$ cat config.mk
export PLATFORM = sky130hd
export DESIGN_NAME = mul_issue_ctrl_flat
export DESIGN_NICKNAME = d
export VERILOG_FILES = /design/src/rtl/mul_issue_ctrl_if.sv /design/src/rtl/mul_issue_ctrl.sv /design/src/flat_wrapper.sv
export SDC_FILE = /design/constraint.sdc
export NUM_CORES = 1
export LEC_CHECK = 0
export ABC_CLOCK_PERIOD_IN_PS = 2400
export CORE_MARGIN = 8
export CORE_UTILIZATION = 40
export DETAILED_ROUTE_END_ITERATION = 8
export PLACE_DENSITY = 0.74
export SYNTH_ARGS = -nofsm -noshare
export SYNTH_HDL_FRONTEND = slang
export SYNTH_SLANG_ARGS = --single-unit
export TNS_END_PERCENT = 100
$ cat constraint.sdc
create_clock -name clk -period 2.4 [get_ports clk]
set_input_delay 0.36 -clock clk [delete_from_list [all_inputs] [get_ports clk]]
set_output_delay 0.36 -clock clk [all_outputs]
set_load 0.01 [all_outputs]
$ cat src/rtl/mul_issue_ctrl_if.sv
// Handshake and datapath bundle between decode, the sequential multiplier,
// writeback and the multiply issue controller.
interface mul_issue_ctrl_if #(
  parameter int OP_W = 6,
  parameter int RD_W = 5
);
  logic                req_valid;
  logic                req_ready;
  logic [OP_W-1:0]     req_a;
  logic [OP_W-1:0]     req_b;
  logic [RD_W-1:0]     req_rd;
  logic                mul_start;
  logic [OP_W-1:0]     mul_a;
  logic [OP_W-1:0]     mul_b;
  logic                mul_done;
  logic [2*OP_W-1:0]   mul_product;
  logic                stall;
  logic                wb_valid;
  logic                wb_ready;
  logic [RD_W-1:0]     wb_rd;
  logic [2*OP_W-1:0]   wb_data;
  logic                timeout_err;

  // Controller side.
  modport slave (
    input  req_valid, req_a, req_b, req_rd, mul_done, mul_product, wb_ready,
    output req_ready, mul_start, mul_a, mul_b, stall, wb_valid, wb_rd,
           wb_data, timeout_err
  );

  // Surrounding pipeline / multiplier side.
  modport master (
    output req_valid, req_a, req_b, req_rd, mul_done, mul_product, wb_ready,
    input  req_ready, mul_start, mul_a, mul_b, stall, wb_valid, wb_rd,
           wb_data, timeout_err
  );
endinterface

$ cat src/rtl/mul_issue_ctrl.sv
// Issue/writeback controller for the sequential signed multiplier: latches a
// request, launches the multiplier, guards completion with a timeout.
//
// state     | meaning
// ----------+------------------------------------------------------------
// ST_IDLE   | ready for a request; zero operand bypasses the multiplier
// ST_LAUNCH | one-cycle mul_start pulse, wait counter cleared
// ST_WAIT   | waiting for mul_done (blanked in first cycle) or timeout
// ST_WB     | product presented to writeback until wb_ready
module mul_issue_ctrl #(
  parameter int OP_W     = 6,
  parameter int RD_W     = 5,
  parameter int MAX_WAIT = 16
) (
  input  logic          clk,
  input  logic          rst_n,
  mul_issue_ctrl_if.slave bus
);
  localparam int CNT_W = $clog2(MAX_WAIT + 1);

  typedef enum logic [1:0] {
    ST_IDLE   = 2'd0,
    ST_LAUNCH = 2'd1,
    ST_WAIT   = 2'd2,
    ST_WB     = 2'd3
  } state_t;

  state_t              state, state_nxt;
  logic [CNT_W-1:0]    wait_cnt;
  logic [OP_W-1:0]     op_a_q, op_b_q;
  logic [RD_W-1:0]     rd_q;
  logic [2*OP_W-1:0]   data_q;
  logic                timeout_q;
  logic                accept, bypass, capture, timeout;

  assign bypass = (bus.req_a == '0) || (bus.req_b == '0);

  always_ff @(posedge clk or negedge rst_n) begin
    if (!rst_n) state <= ST_IDLE;
    else        state <= state_nxt;
  end

  always_comb begin
    state_nxt = state;
    accept    = 1'b0;
    capture   = 1'b0;
    timeout   = 1'b0;
    case (state)
      ST_IDLE: begin
        if (bus.req_valid) begin
          accept    = 1'b1;
          state_nxt = bypass ? ST_WB : ST_LAUNCH;
        end
      end
      ST_LAUNCH: state_nxt = ST_WAIT;
      ST_WAIT: begin
        // Count zero is the first WAIT cycle: a stale done from the previous
        // operation may still be high there, so it is not trusted.
        if ((wait_cnt != '0) && bus.mul_done) begin
          capture   = 1'b1;
          state_nxt = ST_WB;
        end else if (wait_cnt == CNT_W'(MAX_WAIT - 1)) begin
          timeout   = 1'b1;
          state_nxt = ST_IDLE;
        end
      end
      ST_WB: begin
        if (bus.wb_ready) state_nxt = ST_IDLE;
      end
      default: state_nxt = ST_IDLE;
    endcase
  end

  always_ff @(posedge clk or negedge rst_n) begin
    if (!rst_n) begin
      wait_cnt  <= '0;
      op_a_q    <= '0;
      op_b_q    <= '0;
      rd_q      <= '0;
      data_q    <= '0;
      timeout_q <= 1'b0;
    end else begin
      if (state == ST_LAUNCH)    wait_cnt <= '0;
      else if (state == ST_WAIT) wait_cnt <= wait_cnt + 1'b1;

      if (accept) begin
        op_a_q <= bus.req_a;
        op_b_q <= bus.req_b;
        rd_q   <= bus.req_rd;
        if (bypass) data_q <= '0;
      end

      if (capture) data_q <= bus.mul_product;
      if (timeout) timeout_q <= 1'b1;
    end
  end

  assign bus.req_ready   = (state == ST_IDLE);
  assign bus.stall       = (state != ST_IDLE);
  assign bus.mul_start   = (state == ST_LAUNCH);
  assign bus.wb_valid    = (state == ST_WB);
  assign bus.mul_a       = op_a_q;
  assign bus.mul_b       = op_b_q;
  assign bus.wb_rd       = rd_q;
  assign bus.wb_data     = data_q;
  assign bus.timeout_err = timeout_q;
endmodule

$ cat src/flat_wrapper.sv
// flat-port wrapper written by rule: the top's interface ports become plain ports
module mul_issue_ctrl_flat 
#(
  parameter int OP_W     = 6,
  parameter int RD_W     = 5,
  parameter int MAX_WAIT = 16
)
  (clk, rst_n, bus_req_valid, bus_req_a, bus_req_b, bus_req_rd, bus_mul_done, bus_mul_product, bus_wb_ready, bus_req_ready, bus_mul_start, bus_mul_a, bus_mul_b, bus_stall, bus_wb_valid, bus_wb_rd, bus_wb_data, bus_timeout_err);
  mul_issue_ctrl_if #(.OP_W(OP_W), .RD_W(RD_W)) bus_i ();
  input  logic clk;
  input  logic rst_n;
  input wire logic [$bits(bus_i.req_valid)-1:0] bus_req_valid;
  input wire logic [$bits(bus_i.req_a)-1:0] bus_req_a;
  input wire logic [$bits(bus_i.req_b)-1:0] bus_req_b;
  input wire logic [$bits(bus_i.req_rd)-1:0] bus_req_rd;
  input wire logic [$bits(bus_i.mul_done)-1:0] bus_mul_done;
  input wire logic [$bits(bus_i.mul_product)-1:0] bus_mul_product;
  input wire logic [$bits(bus_i.wb_ready)-1:0] bus_wb_ready;
  output wire logic [$bits(bus_i.req_ready)-1:0] bus_req_ready;
  output wire logic [$bits(bus_i.mul_start)-1:0] bus_mul_start;
  output wire logic [$bits(bus_i.mul_a)-1:0] bus_mul_a;
  output wire logic [$bits(bus_i.mul_b)-1:0] bus_mul_b;
  output wire logic [$bits(bus_i.stall)-1:0] bus_stall;
  output wire logic [$bits(bus_i.wb_valid)-1:0] bus_wb_valid;
  output wire logic [$bits(bus_i.wb_rd)-1:0] bus_wb_rd;
  output wire logic [$bits(bus_i.wb_data)-1:0] bus_wb_data;
  output wire logic [$bits(bus_i.timeout_err)-1:0] bus_timeout_err;
  assign bus_i.req_valid = bus_req_valid;
  assign bus_i.req_a = bus_req_a;
  assign bus_i.req_b = bus_req_b;
  assign bus_i.req_rd = bus_req_rd;
  assign bus_i.mul_done = bus_mul_done;
  assign bus_i.mul_product = bus_mul_product;
  assign bus_i.wb_ready = bus_wb_ready;
  assign bus_req_ready = bus_i.req_ready;
  assign bus_mul_start = bus_i.mul_start;
  assign bus_mul_a = bus_i.mul_a;
  assign bus_mul_b = bus_i.mul_b;
  assign bus_stall = bus_i.stall;
  assign bus_wb_valid = bus_i.wb_valid;
  assign bus_wb_rd = bus_i.wb_rd;
  assign bus_wb_data = bus_i.wb_data;
  assign bus_timeout_err = bus_i.timeout_err;
  mul_issue_ctrl #(.OP_W(OP_W), .RD_W(RD_W), .MAX_WAIT(MAX_WAIT)) u_core (.clk(clk), .rst_n(rst_n), .bus(bus_i));
endmodule
==> results_dict.tcl, run 1 <==
set metrics [dict create \
    finish.utilization_pct 61.9 \
    synthesis.area_sq_um 1620 \
    clk_pin_slew_ps 70 \
    grt_use_total_pct 13.4 \
    syn_area_per_cell_sq_um 13.0 \
    ys_ff_latch 37 \
    post_cts_resized 0 \
    status "finished clean" \
    yosysWarnings 0 \
    antenna_found_initial 0 \
    vias 1223 \
    synth.area.top_cells "dfrtp_1, mux2_2, a22o_1" \
    drtAntennaViolNets 0 \
    clkPwrFrac_pct 17.1 \
    async_reset_ff_share_pct 100 \
    slew_violations 0 \
    max_clock_freq_mhz 485 \
    clk_latency_ps 280 \
    fin_tns_setup_ps 0 \
    postSynthCellCount 124 \
    post-place-ws_ps 442 \
    fin_skew_ps 7.79 \
    routed_via_density 4.99 \
    drv_cap 0 \
    min_path_type "in2async" \
    cts_setup_buffers 0 \
    synth_top_flop_cell "dfrtp_1" \
    yosysTopAreaCell "dfrtp_1" \
    hold_buffers 0 \
    startpoint_type "register" \
    num_io_pins 68 \
    required_ps 2040 \
    period_needed_ps 2060 \
    insertedDiodeCount 0 \
    die_h_um 79.6 \
    cts_sinks 37 \
    slowest_stage "clkdlybuf4s50_1" \
    nets 236 \
    initial_core_util_pct 41.0 \
    critPathMaxStageDelay_ps 580 \
    cts.root.buffer_cell "clkbuf_8" \
    switching_share_pct 32.3 \
    yosysUniqueCellTypes 24 \
    grt_pass1_wl_um 6620 \
    synth_top_area_share_pct 57.2 \
    grt_max_degree 38 \
    totalWireLength_um 4120 \
    fin_ws_ps 339 \
    drive_gt1_share_pct 15.9 \
    io_buffer_count 67 \
    synth_nets 166 \
    dp_cells 237 \
    synth-seq-area-share_pct 57.2 \
    hold_viol 0 \
    p_comb_share_pct 48.7 \
    synthToLayoutAreaGrowth_pct 50.7 \
    cp_max_fo 4 \
    crit_path_end_kind "primary output" \
    htreeDepth 2 \
    synth_edf_count 0 \
    p_leak_nw 1.07 \
    gp_congestion 0.778 \
    drc 0 \
    firstDrtPassIters 4 \
    maxSlewHeadroom_pct 48.1 \
    arrival_ps 1700 \
    post-route-period-util_pct 85.9 \
    die_w_um 79.6 \
    total_power_mw 3.19 \
    grt_setup_unrepaired "no" \
    finalNonFillerCells 245 \
    tightest_slew_ps 778 \
    fp.dieArea_sq_um 6340 \
    cts_buffer_depth 2 \
    drt-initial-drc-count 75 \
    crit_type "reg2out" \
    p_int_mw 2.16 \
    cts_tree "yes" \
    hpwl_um 3290 \
    rows 23 \
    power.density_nw_per_um2 1310 \
    power_frac_seq_pct 34.2 \
    max-vdd-ir-drop_mv 0.671 \
    setup-violations-final 0 \
    cts_made_buffers 5 \
    grt-ovfl-total 0 \
    core-area_sq_um 3940 \
    post_drt_wl_per_cell_um 16.8 \
    p_switching_mw 1.03 \
    crit_chain "inv_1 -> ha_1 -> clkdlybuf4s50_1" \
    grt_pass1_vias 1364 \
]
[metal layers]
metal	wire [um]	share of wire (%)	GRT usage, %
met2	2130	52	23.1
met1	1570	38	14.0
met4	93	2.3	6.85
met3	330	8.0	4.84
met5	0	0	0
[worst paths after layout]
path,from,endpoint,slack [ps],depth (start not counted)
max in group asynchronous,rst_n,u_core.bus.wb_data[2]$_DFFE_PN0P_,1760,1
min reg2reg,u_core.bus.timeout_err$_DFFE_PN0P_,u_core.bus.timeout_err$_DFFE_PN0P_,470,1
max reg2reg,u_core.wait_cnt[0]$_DFFE_PN0P_,u_core.bus.wb_data[5]$_DFFE_PN0P_,420,6
min in group clk,u_core.bus.timeout_err$_DFFE_PN0P_,u_core.bus.timeout_err$_DFFE_PN0P_,470,1
min,rst_n,u_core.bus.wb_data[4]$_DFFE_PN0P_,150,1
max,u_core.state[0]$_DFFE_PN0P_,bus_req_ready,340,3
[per-stage QoR]
step | cell area (sq um) | hold WS, ps
floorplan | 1620 | 64.4
global placement | 2320 | 455
detailed placement | 2320 | 461
CTS | 2440 | 170
global route | 2440 | 217
finish | 2440 | 148
[cells in the final DEF (no fill, tap or decap), drive strengths merged]
cell type,n
or4b,1
o22ai,2
a31oi,2
ha,8
clkdlybuf4s50,66
nand3,4
dfrtp,37
a22o,13
and3,2
clkbuf,6
o22a,1
clkinvlp,1
mux2,18
buf,2
nand2,5
o21ai,5
a31o,1
bufinv,1
inv,11
a21oi,1
nor4,2
mux2i,1
nor2,4
nor3b,1
[kinds of logic (layout without fill, tap and decap cells)]
logic type               after synthesis  count (layout)  share of synthesized area (%)
flip-flops                            37              37                           57.2
AO/OA/AOI/OAI                         25              25                           12.5
multiplexers                          19              19                           13.1
AND/OR/NAND/NOR                       19              19                           6.26
buffers and inverters                 16              87                           4.72
adder cells (fa/ha/maj)                8               8                           6.19
[state kept, by name, summed over array words and instances (netlist names)]
signal                  cells
u_core.state                2
u_core.bus.timeout_err      1
u_core.bus.wb_data         12
u_core.bus.mul_b            6
u_core.bus.wb_rd            5
u_core.wait_cnt             5
u_core.bus.mul_a            6
[worst max-delay path, delay by kind of cell, from the launching register on]
family / cells / cell delay, ps
adders and majority gates: 1 / 290
buffers and inverters: 2 / 720
DFF: 1 / 410
[power by group through the flow]
stage,logic (mW),clock network [mW],registers [mW]
2_1_floorplan,0.678,0,1.20
3_3_place_gp,1.52,0,1.08
3_5_place_dp,1.57,0,1.10
4_1_cts,1.58,0.567,1.09
5_1_grt,1.69,0.582,1.13
6_report,1.55,0.546,1.09
[cell type report]
cell class                 instances  area [sq um]
clock buffer                       6          82.6
clock inverter                     2          37.5
fill                             306          1500
inverter                          11          41.3
multi-input combinational         71           616
sequential                        37           926
tap                               50          62.6
timing repair buffer              68           673
[synth_stat cells (2+ instances only)]
cell type and number:
a22o_1 13, o21ai_0 5, nand3_1 4, nand2_1 5, dfrtp_1 37, ha_1 8
inv_1 11, nor4_1 2, mux2_2 18, o22ai_1 2, clkbuf_1 2, buf_6 2
nor2_1 4
Power figures use the tool's default switching activity.
==> run 2, diff against run 1 <==
--- a/config.mk
+++ b/config.mk
@@ -9,7 +9,8 @@
 export CORE_MARGIN = 8
 export CORE_UTILIZATION = 40
 export DETAILED_ROUTE_END_ITERATION = 8
-export PLACE_DENSITY = 0.74
+export MAX_ROUTING_LAYER = met4
+export PLACE_DENSITY = 0.76
 export SYNTH_ARGS = -nofsm -noshare
 export SYNTH_HDL_FRONTEND = slang
 export SYNTH_SLANG_ARGS = --single-unit
==> results_dict.tcl, run 2 (synthesis gave the netlist of run 1 again) <==
set metrics [dict create \
    status "finished clean" \
    die_w_um 79.6 \
    tightest_slew_ps 794 \
    vias 1239 \
    grt_pass1_wl_um 6320 \
    period_needed_ps 2060 \
    ff2ff_path_depth 6 \
    mostFrequentLayoutCell "clkdlybuf4s50_1" \
    crit_chain "inv_1 -> ha_1 -> clkdlybuf4s50_1" \
    drive_gt1_share_pct 14.9 \
    drv_cap 0 \
    arrival_ps 1700 \
    r2r_start "u_core.wait_cnt[0]$_DFFE_PN0P_" \
    cts_tree "yes" \
    clk_pin_slew_ps 60 \
    maxSlewHeadroom_pct 47.1 \
    routed_via_density 5.08 \
    mostFrequentLayoutCells "clkdlybuf4s50_1, dfrtp_1, mux2_2" \
    die_h_um 79.6 \
    fin_skew_ps 5.10 \
    grt_setup_unrepaired "no" \
    crit_path_end_kind "primary output" \
    totalWireLength_um 4160 \
    drt-initial-drc-count 34 \
    clk_latency_ps 280 \
    num_io_pins 68 \
    drtAntennaViolNets 0 \
    grt_max_degree 38 \
    gp_congestion 0.822 \
    startpoint_type "register" \
    post_drt_wl_per_cell_um 17.1 \
    post-route-period-util_pct 86.0 \
    slew_violations 0 \
    p_comb_share_pct 50.8 \
    reg2reg_to "u_core.bus.wb_data[7]$_DFFE_PN0P_" \
    fin_tns_setup_ps 0 \
    p_switching_mw 1.02 \
    slowest_stage "clkdlybuf4s50_1" \
    post_cts_resized 0 \
    crit_type "reg2out" \
    critPathMaxStageDelay_ps 600 \
    hold_viol 0 \
    cts.root.buffer_cell "clkbuf_8" \
    core-area_sq_um 3940 \
    hold_buffers 0 \
    required_ps 2040 \
    power_frac_seq_pct 35.6 \
    switching_share_pct 33.3 \
    grt-ovfl-total 0 \
    min_path_type "in2async" \
    dp_cells 237 \
    cts_setup_buffers 0 \
    p_leak_nw 1.06 \
    fp.dieArea_sq_um 6340 \
    max_clock_freq_mhz 484 \
    cts_sinks 37 \
    hpwl_um 3320 \
    rows 23 \
    power.density_nw_per_um2 1280 \
    grt_pass1_vias 1292 \
    cts_made_buffers 5 \
    largest_register_ffs 12 \
    insertedDiodeCount 0 \
    synthToLayoutAreaGrowth_pct 48.6 \
    finalNonFillerCells 244 \
    htreeDepth 2 \
    setup-violations-final 0 \
    firstDrtPassIters 4 \
    initial_core_util_pct 41.0 \
    grt_use_total_pct 13.4 \
    antenna_found_initial 0 \
    max-vdd-ir-drop_mv 0.655 \
    cp_max_fo 4 \
    nets 236 \
    drc 0 \
    clkPwrFrac_pct 13.6 \
    p_int_mw 2.05 \
    cts_buffer_depth 2 \
    r2r_slack_ps 410 \
    io_buffer_count 67 \
]
-- run 2: cell types whose count changed in the layout (fill, tap and decap cells not counted), sizes merged --
| cell | before | now |
|---|---|---|
| clkbuf | 6 | 7 |
| clkinvlp | 1 | 0 |
| bufinv | 1 | 0 |
-- run 2: power by group through the flow --
stage | clock [mW] | combinational [mW] | sequential (mW)
after CTS | 0.433 | 1.59 | 1.09
after floorplan | 0 | 0.678 | 1.20
after global routing | 0.457 | 1.68 | 1.14
after global placement | 0 | 1.51 | 1.09
final | 0.418 | 1.56 | 1.10
after detailed placement | 0 | 1.58 | 1.11
-- run 2: critical path: cells and delay by family, from the launching register on --
| kind | cells | cell delay, ps |
|---|---|---|
| fa+ha+maj | 1 | 310 |
| buf+inv | 2 | 730 |
| flops | 1 | 400 |
-- run 2: routing by layer --
layer / share of wire [%] / wire [um] / track usage [%]
met5: 0 / 0 / -
met4: 1.5 / 63 / 5.93
met3: 7.1 / 294 / 4.50
met2: 50 / 2080 / 21.8
met1: 41 / 1720 / 14.5
-- run 2: through the flow --
step / util (%) / hold WS (ps) / worst slack (ps) / area, sq um / power (mW)
6_report: 61.0 / 167 / 335 / 2400 / 3.07
5_1_grt: 61.0 / 234 / 212 / 2400 / 3.28
4_1_cts: 61.0 / 186 / 312 / 2400 / 3.12
3_5_place_dp: 58.8 / 464 / 442 / 2320 / 2.69
3_3_place_gp: 58.8 / 458 / 513 / 2320 / 2.60
2_1_floorplan: - / 64.4 / 540 / 1620 / 1.88
-- run 2: layout make-up --
| cell class | instances | area [sq um] |
|---|---|---|
| clock buffer | 7 | 86.3 |
| fill | 312 | 1540 |
| inverter | 11 | 41.3 |
| multi-input combinational | 71 | 616 |
| sequential | 37 | 926 |
| tap | 50 | 62.6 |
| timing repair buffer | 68 | 673 |
-- run 2: how the worst max path moves through the flow --
| stage | from | to | cells past startpoint |
|---|---|---|---|
| after floorplan | u_core.wait_cnt[0]$_DFFE_PN0P_ | u_core.state[1]$_DFFE_PN0P_ | 7 |
| final | u_core.state[0]$_DFFE_PN0P_ | bus_req_ready | 3 |
| after detailed placement | u_core.wait_cnt[0]$_DFFE_PN0P_ | u_core.bus.wb_data[7]$_DFFE_PN0P_ | 6 |
| after global routing | u_core.state[1]$_DFFE_PN0P_ | bus_req_ready | 3 |
| after CTS | u_core.state[0]$_DFFE_PN0P_ | bus_req_ready | 3 |
| after global placement | bus_req_b[1] | u_core.bus.wb_data[1]$_DFFE_PN0P_ | 5 |
==> run 3, diff against run 2 <==
--- a/config.mk
+++ b/config.mk
@@ -7,10 +7,10 @@
 export LEC_CHECK = 0
 export ABC_CLOCK_PERIOD_IN_PS = 2400
 export CORE_MARGIN = 8
-export CORE_UTILIZATION = 40
+export CORE_UTILIZATION = 42
 export DETAILED_ROUTE_END_ITERATION = 8
 export MAX_ROUTING_LAYER = met4
-export PLACE_DENSITY = 0.76
+export PLACE_DENSITY = 0.79
 export SYNTH_ARGS = -nofsm -noshare
 export SYNTH_HDL_FRONTEND = slang
 export SYNTH_SLANG_ARGS = --single-unit
==> results_dict.tcl, run 3 (synthesis gave the netlist of run 1 again) <==
set metrics [dict create \
    critPathMaxStageDelay_ps 550 \
    r2r_slack_ps 400 \
    drt-initial-drc-count 50 \
    grt_max_degree 38 \
    die_h_um 78.1 \
    crit_family "buffers and inverters" \
    cts_buffer_depth 2 \
    slew_violations 0 \
    crit_type "reg2out" \
    grt_pass1_vias 1287 \
    mostFrequentLayoutCell "clkdlybuf4s50_1" \
    rows 22 \
    max_clock_freq_mhz 479 \
    ff2ff_path_depth 6 \
    vias 1226 \
    drc 0 \
    drtAntennaViolNets 0 \
    totalWireLength_um 3890 \
    hold_viol 0 \
    tightest_slew_ps 806 \
    slowest_stage "clkdlybuf4s50_1" \
    total_power_mw 3.18 \
    cts_setup_buffers 0 \
    gp_congestion 0.736 \
    cts_made_buffers 5 \
    r2r_start "u_core.wait_cnt[0]$_DFFE_PN0P_" \
    fin_tns_setup_ps 0 \
    period_needed_ps 2090 \
    hpwl_um 3020 \
    drv_cap 0 \
    largest_register_ffs 12 \
    clk_latency_ps 280 \
    clk_pin_slew_ps 70 \
    min_path_type "in2async" \
    power.density_nw_per_um2 1310 \
    core-area_sq_um 3690 \
    fin_skew_ps 3.76 \
    insertedDiodeCount 0 \
    crit_path_end_kind "primary output" \
    grt_pass1_wl_um 6350 \
    routed_via_density 5.05 \
    crit_top_cell "inv_1" \
    post_drt_wl_per_cell_um 16.0 \
    initial_core_util_pct 43.9 \
    grt_use_total_pct 13.2 \
    synthToLayoutAreaGrowth_pct 50.6 \
    firstDrtPassIters 2 \
    worst-path-buf-inv 3 \
    mostFrequentLayoutCells "clkdlybuf4s50_1, dfrtp_1, mux2_2" \
    grt-ovfl-total 0 \
    required_ps 2040 \
    startpoint_type "register" \
    htreeDepth 2 \
    post-route-period-util_pct 87.0 \
    nets 236 \
    arrival_ps 1730 \
    fp.dieArea_sq_um 6090 \
    reg2reg_to "u_core.bus.wb_data[11]$_DFFE_PN0P_" \
    cp_max_fo 4 \
    cts.root.buffer_cell "clkbuf_8" \
    io_buffer_count 67 \
    num_io_pins 68 \
    status "finished clean" \
    max-vdd-ir-drop_mv 0.701 \
    cts_sinks 37 \
    cts_tree "yes" \
    post_cts_resized 0 \
    crit_chain "inv_1 -> ha_1 -> inv_1 -> clkdlybuf4s50_1" \
    maxSlewHeadroom_pct 46.3 \
    hold_buffers 0 \
    antenna_found_initial 0 \
    die_w_um 78.1 \
    setup-violations-final 0 \
    drive_gt1_share_pct 15.9 \
    p_leak_nw 1.07 \
    grt_setup_unrepaired "no" \
]
-- run 3: cell type report --
class                   count  area [sq um]
clock buffers               6          82.6
flip-flops and latches     37           926
repair buffers             68           673
inverters                  11          41.3
clock inverters             2          37.5
fillers                   294          1250
multi-input cells          71           616
well taps                  48          60.1
-- run 3: per-stage QoR --
step	setup WS [ps]	util (%)	area, sq um	hold WS (ps)	instances
finish	311	66.0	2440	162	243
global route	256	66.0	2440	230	243
floorplan	540	-	1620	64.4	124
CTS	294	66.0	2440	181	243
detailed placement	416	62.8	2320	462	235
global placement	492	62.8	2320	456	235
-- run 3: worst max path at each step --
stage,start,end,cells past startpoint
floorplan,u_core.wait_cnt[0]$_DFFE_PN0P_,u_core.state[1]$_DFFE_PN0P_,7
global placement,bus_req_a[1],u_core.bus.wb_data[3]$_DFFE_PN0P_,5
detailed placement,u_core.wait_cnt[0]$_DFFE_PN0P_,u_core.bus.wb_data[2]$_DFFE_PN0P_,6
CTS,u_core.state[0]$_DFFE_PN0P_,bus_stall,4
global route,u_core.state[0]$_DFFE_PN0P_,bus_stall,4
finish,u_core.state[0]$_DFFE_PN0P_,bus_stall,4
-- run 3: power breakdown --
| group | switching (mW) | internal [mW] |
|---|---|---|
| Clock | 0.212 | 0.338 |
| Sequential | 0.166 | 0.924 |
| Combinational | 0.644 | 0.899 |
-- run 3: metal layers --
metal / up-vias / part of all wire (%) / track usage, %
met1: 583 / 43 / 14.8
met4: 0 / 2.0 / 5.74
met5: - / 0 / -
li1: 582 / - / -
met3: 11 / 8.3 / 4.67
met2: 50 / 47 / 20.8
-- run 3: worst reg2reg max path, stage by stage, from the launching register on --
cell and delay, ps:
dfrtp_1 400, inv_1 100, ha_1 160, or4b_1 460, and3_4 270, a31oi_4 350
a22o_1 200
